## config.mk

```make
export PLATFORM = sky130hd
export DESIGN_NAME = if_fetch_unit
export DESIGN_NICKNAME = d
export VERILOG_FILES = /design/src/rtl/if_fetch_unit.sv
export SDC_FILE = /design/constraint.sdc
export NUM_CORES = 1
export LEC_CHECK = 0
export BUFFER_PORTS_ARGS = -buffer_cell sky130_fd_sc_hd__buf_4
export CAP_MARGIN = 20
export CORE_MARGIN = 1
export CORE_UTILIZATION = 61
export CTS_BUF_LIST = sky130_fd_sc_hd__clkbuf_8
export CTS_CLUSTER_DIAMETER = 30
export DETAILED_ROUTE_END_ITERATION = 7
export GPL_ROUTABILITY_DRIVEN = 0
export PLACE_DENSITY = 0.87
export SYNTH_ARGS = -nofsm -noshare
export SYNTH_HDL_FRONTEND = slang
export SYNTH_SLANG_ARGS = --single-unit
```

## constraint.sdc

```tcl
create_clock -name clk -period 12.4 [get_ports clk]
set_input_delay 1.86 -clock clk [delete_from_list [all_inputs] [get_ports clk]]
set_output_delay 1.86 -clock clk [all_outputs]
set_load 0.005 [all_outputs]
```

## src/rtl/if_fetch_unit.sv

```systemverilog
// Instruction-fetch stage: owns the PC, drives a synchronous-read IM, and feeds IF/ID
// through a one-entry skid buffer. Define FETCH_PERF_CNT_EN to add fetch/stall counters.
module if_fetch_unit #(
  parameter int                ADDR_W   = 32,
  parameter int                INSTR_W  = 32,
  parameter logic [ADDR_W-1:0] RESET_PC = '0
) (
  input  logic                clk,
  input  logic                rst,
  output logic [ADDR_W-1:0]   im_addr,
  input  logic [0:INSTR_W-1]  im_dout,
  input  logic                stall,
  input  logic                redirect,
  input  logic [ADDR_W-1:0]   redirect_pc,
  output logic [ADDR_W-1:0]   if_pc,
  output logic [0:INSTR_W-1]  if_instr,
  output logic                if_valid
`ifdef FETCH_PERF_CNT_EN
  ,
  output logic [31:0]         perf_fetch_cnt,
  output logic [31:0]         perf_stall_cnt
`endif
);

  localparam logic [0:0] RUN  = 1'b0;
  localparam logic [0:0] HOLD = 1'b1;
  localparam logic [ADDR_W-1:0] PC_STEP = ADDR_W'(4);

  logic [0:0]         state;
  logic [ADDR_W-1:0]  pc_q;
  logic               rsp_vld_q;
  logic [ADDR_W-1:0]  rsp_pc_q;
  logic               skid_vld_q;
  logic [ADDR_W-1:0]  skid_pc_q;
  logic [0:INSTR_W-1] skid_instr_q;

  assign im_addr = pc_q;

  // NOTE: sequential state uses non-blocking assignments so every register samples
  // the pre-edge values of the others, regardless of statement order.
  always_ff @(posedge clk or posedge rst) begin
    if (rst) begin
      state        <= RUN;
      pc_q         <= RESET_PC;
      rsp_vld_q    <= 1'b0;
      rsp_pc_q     <= '0;
      skid_vld_q   <= 1'b0;
      skid_pc_q    <= '0;
      skid_instr_q <= '0;
      if_valid     <= 1'b0;
      if_pc        <= '0;
      if_instr     <= '0;
    end else if (redirect) begin
      pc_q       <= {redirect_pc[ADDR_W-1:2], 2'b00};
      rsp_vld_q  <= 1'b0;
      skid_vld_q <= 1'b0;
      if_valid   <= 1'b0;
      state      <= RUN;
    end else if (state == RUN) begin
      if (!stall) begin
        if_pc     <= rsp_pc_q;
        if_instr  <= im_dout;
        if_valid  <= rsp_vld_q;
        rsp_pc_q  <= pc_q;
        rsp_vld_q <= 1'b1;
        pc_q      <= pc_q + PC_STEP;
      end else if (rsp_vld_q) begin
        // Park the returning word; pc_q is re-presented so im_dout keeps word(pc_q).
        skid_pc_q    <= rsp_pc_q;
        skid_instr_q <= im_dout;
        skid_vld_q   <= 1'b1;
        rsp_pc_q     <= pc_q;
        state        <= HOLD;
      end else begin
        // The response slot now owns pc_q's word, so fetch moves on to the next one.
        rsp_pc_q  <= pc_q;
        rsp_vld_q <= 1'b1;
        pc_q      <= pc_q + PC_STEP;
      end
    end else if (!stall) begin
      // Drain the skid; rsp still names pc_q, whose word arrives from the last read,
      // so the address already moves to the following word.
      if_pc      <= skid_pc_q;
      if_instr   <= skid_instr_q;
      if_valid   <= skid_vld_q;
      skid_vld_q <= 1'b0;
      pc_q       <= pc_q + PC_STEP;
      state      <= RUN;
    end
  end

`ifdef FETCH_PERF_CNT_EN
  logic load_valid;

  always_comb begin
    load_valid = 1'b0;
    if (!redirect && !stall)
      load_valid = (state == RUN) ? rsp_vld_q : skid_vld_q;
  end

  always_ff @(posedge clk or posedge rst) begin
    if (rst) begin
      perf_fetch_cnt <= '0;
      perf_stall_cnt <= '0;
    end else begin
      if (load_valid && (perf_fetch_cnt != '1))
        perf_fetch_cnt <= perf_fetch_cnt + 32'd1;
      if (stall && if_valid && (perf_stall_cnt != '1))
        perf_stall_cnt <= perf_stall_cnt + 32'd1;
    end
  end
`endif

endmodule

```

==> results.cfg <==
[worst_setup_path]
crit_path_end_kind = flop
worst_setup_path_start_kind = input pin
cpMostUsedCell = buf_4
crit_chain = buf_4 > nor2_2 > and3_2 > buf_4 > mux2_2
path_max_fanout = 36
slowest_delay_ns = 0.65
critPathArrivalTime_ns = 3.86
crit_type = in2reg
required_ns = 12.74
critPathSlowestCell = and3_2
cp_top_family = simple AND/OR/NAND/NOR gates
reg2reg_slack_ns = 9.50
crit_buf_inv = 2

[sta]
final_max_slew_viol_count = 0
min_period_ns = 3.52
rsz0062_at_grt = false
setup-tns-final_ns = 0
hold_viol = 0
worstMarginPinSlew_ns = 0.713
setup_viol = 0
relSlewSlack = 0.525
finalCritPeriodShare = 0.284
fmax_ghz = 0.284
skew_ns = 0.00882

[clock_network]
cts_buffers = 17
cts_hold_buffers = 0
cts_tree = yes
path_clk_slew_ns = 0.08
cts_root_buffer = clkbuf_8
htree_levels = 4
clockBufferDepth = 2
clock_latency_ns = 0.46
cts_resized = 0
post_cts_buffers = 0
clock_sinks = 188

[floorplanning]
die_w_um = 118
coreArea_um2 = 13200
io_pins = 165
dieHeight_um = 118
rows = 42
die_area_um2 = 14000
start_util = 0.624

[routing]
wl_per_cell_um = 17.3
wirelength_mm = 17.6
drt_iter0_drc = 404
drc = 0
ant_nets = 0
via_per_inst = 5.81
dr.pass1.iters = 5
vias = 5916

[finish]
areaGrowthSynthToFinish_pct = 20.2
final_cell_mix = dfrtp_1 (187), buf_4 (161), mux2_2 (92)
final_nets = 899
layout-drive-gt1-share = 0.363
diodes = 0
instances_no_fill = 1019
utilization = 0.751
fin_area_um2 = 9900
layout_commonest_cell = dfrtp_1

[power_and_ir_drop]
irDropWorstVdd_mv = 0.0942
total_power_mw = 1.49
powerDensity_nw_per_um2 = 150
p_leak_nw = 4.35

[global_routing]
grt_pass1_wl_mm = 29.1
track_usage = 0.265
grt_pass1_vias = 5840
grt_overflow = 0
grt_max_degree = 125
antenna_found_initial = 0

[hold_path]
hp-class = reg2reg

[status]
run_status = completed

[placed_design]
hpwl_mm = 11.7
place_inst = 984
placed_area_um2 = 9450
io_buffers = 158

[yosys]
yosysUniqueCellTypes = 46
synth-seq-cells = 188
yosysSeqAreaShare = 0.571
syn_inst = 691
syn_area_um2 = 8240
avgSynthCellArea_um2 = 11.9
ys_warn_count = 0

[job]
cap_violations = 0
synthesized netlist by cell type, drive strengths merged:
| cell type | n | area, µm² |
|---|---|---|
| dfrtp | 188 | 4700 |
| mux2 | 92 | 1040 |
| nand2 | 86 | 323 |
| o21ai | 77 | 389 |
| mux2i | 64 | 641 |
| buf | 27 | 139 |
| nor2 | 22 | 82.6 |
| clkbuf | 20 | 105 |
| nand3 | 18 | 95.1 |
| a31oi | 15 | 93.8 |
| or4 | 14 | 106 |
| o31ai | 11 | 82.6 |
| nand4 | 10 | 90.1 |
| and4 | 6 | 60.1 |
| xor2 | 5 | 43.8 |
| a21oi | 4 | 20.0 |
| and3 | 4 | 28.8 |
| inv | 4 | 15.0 |
| o211ai | 3 | 22.5 |
| or3 | 3 | 18.8 |
| nor4 | 2 | 12.5 |
| nor4b | 2 | 17.5 |
| o21a | 2 | 15.0 |
| xnor2 | 2 | 17.5 |
| a211o | 1 | 8.76 |
| a31o | 1 | 8.76 |
| a32o | 1 | 10.0 |
| and2 | 1 | 6.26 |
| conb | 1 | 3.75 |
| ha | 1 | 12.5 |
| nor2b | 1 | 6.26 |
| nor3 | 1 | 5.00 |
| o311ai | 1 | 8.76 |
| or2 | 1 | 6.26 |
worst paths after layout:
path,endpoint,start,cells past startpoint
worst max register to register,im_addr[24],state,5
worst max-delay path,skid_instr_q[17],redirect,5
worst min-delay path,if_pc[17],if_pc[17],2
max in group asynchronous,im_addr[20],rst,4
min in group asynchronous,if_instr[18],rst,2
worst min register to register,if_pc[17],if_pc[17],2
cell families after synthesis:
| kind of cell | count (synthesis) | synth area share |
|---|---|---|
| buf+inv | 51 | 0.0314 |
| compound gates | 116 | 0.0801 |
| flops | 188 | 0.571 |
| fa+ha+maj | 1 | 0.00152 |
| other cells | 1 | 0.000455 |
| xor+xnor | 7 | 0.00744 |
| simple gates | 171 | 0.104 |
| mux | 156 | 0.204 |
state kept, by name, indices dropped and copies added, names as in the netlist:
register and count:
if_instr 32, if_pc 30, if_valid 1, im_addr 30, rsp_pc_q 30, rsp_vld_q 1
skid_instr_q 32, skid_pc_q 30, skid_vld_q 1, state 1
report_power, final:
part           leakage [nW]  internal [mW]  switching [mW]  total [mW]
clock                 0.189          0.179           0.207       0.385
combinational          1.91          0.165           0.116       0.281
sequential             2.25          0.731          0.0889       0.820
total                  4.35           1.08           0.412        1.49
per-stage QoR:
step | hold WS (ns) | worst slack, ns
after floorplan | 0.473 | 5.43
after global placement | 0.464 | 8.45
after detailed placement | 0.471 | 8.37
after CTS | 0.492 | 8.87
after global routing | 0.515 | 8.78
final | 0.484 | 8.88
tightest hold or removal path: cells and delay by family, from the launching register on:
family | cells | cell delay (ns)
AOI/OAI and AO/OA | 1 | 0.06
DFF | 1 | 0.35
and+or+nand+nor | 1 | 0.05
layer usage:
| layer | wire length (µm) | track usage | vias to the layer above | share of wire |
|---|---|---|---|---|
| met2 | 8610 | 0.424 | 207 | 0.49 |
| met3 | 893 | 0.0497 | 22 | 0.051 |
| met4 | 227 | 0.0809 | 0 | 0.013 |
| met1 | 7860 | 0.370 | 2954 | 0.45 |
| met5 | 0 | 0 | - | 0 |
| li1 | - | - | 2733 | - |
cell type report:
| type | count | area (µm²) |
|---|---|---|
| Inverter | 4 | 22.5 |
| Sequential cell | 188 | 4710 |
| Timing Repair Buffer | 164 | 1280 |
| Tap cell | 176 | 220 |
| Fill cell | 884 | 3290 |
| Clock buffer | 21 | 289 |
| Clock inverter | 11 | 93.8 |
| Multi-Input combinational cell | 455 | 3290 |
Note: power is estimated with default switching activity, not from simulation.
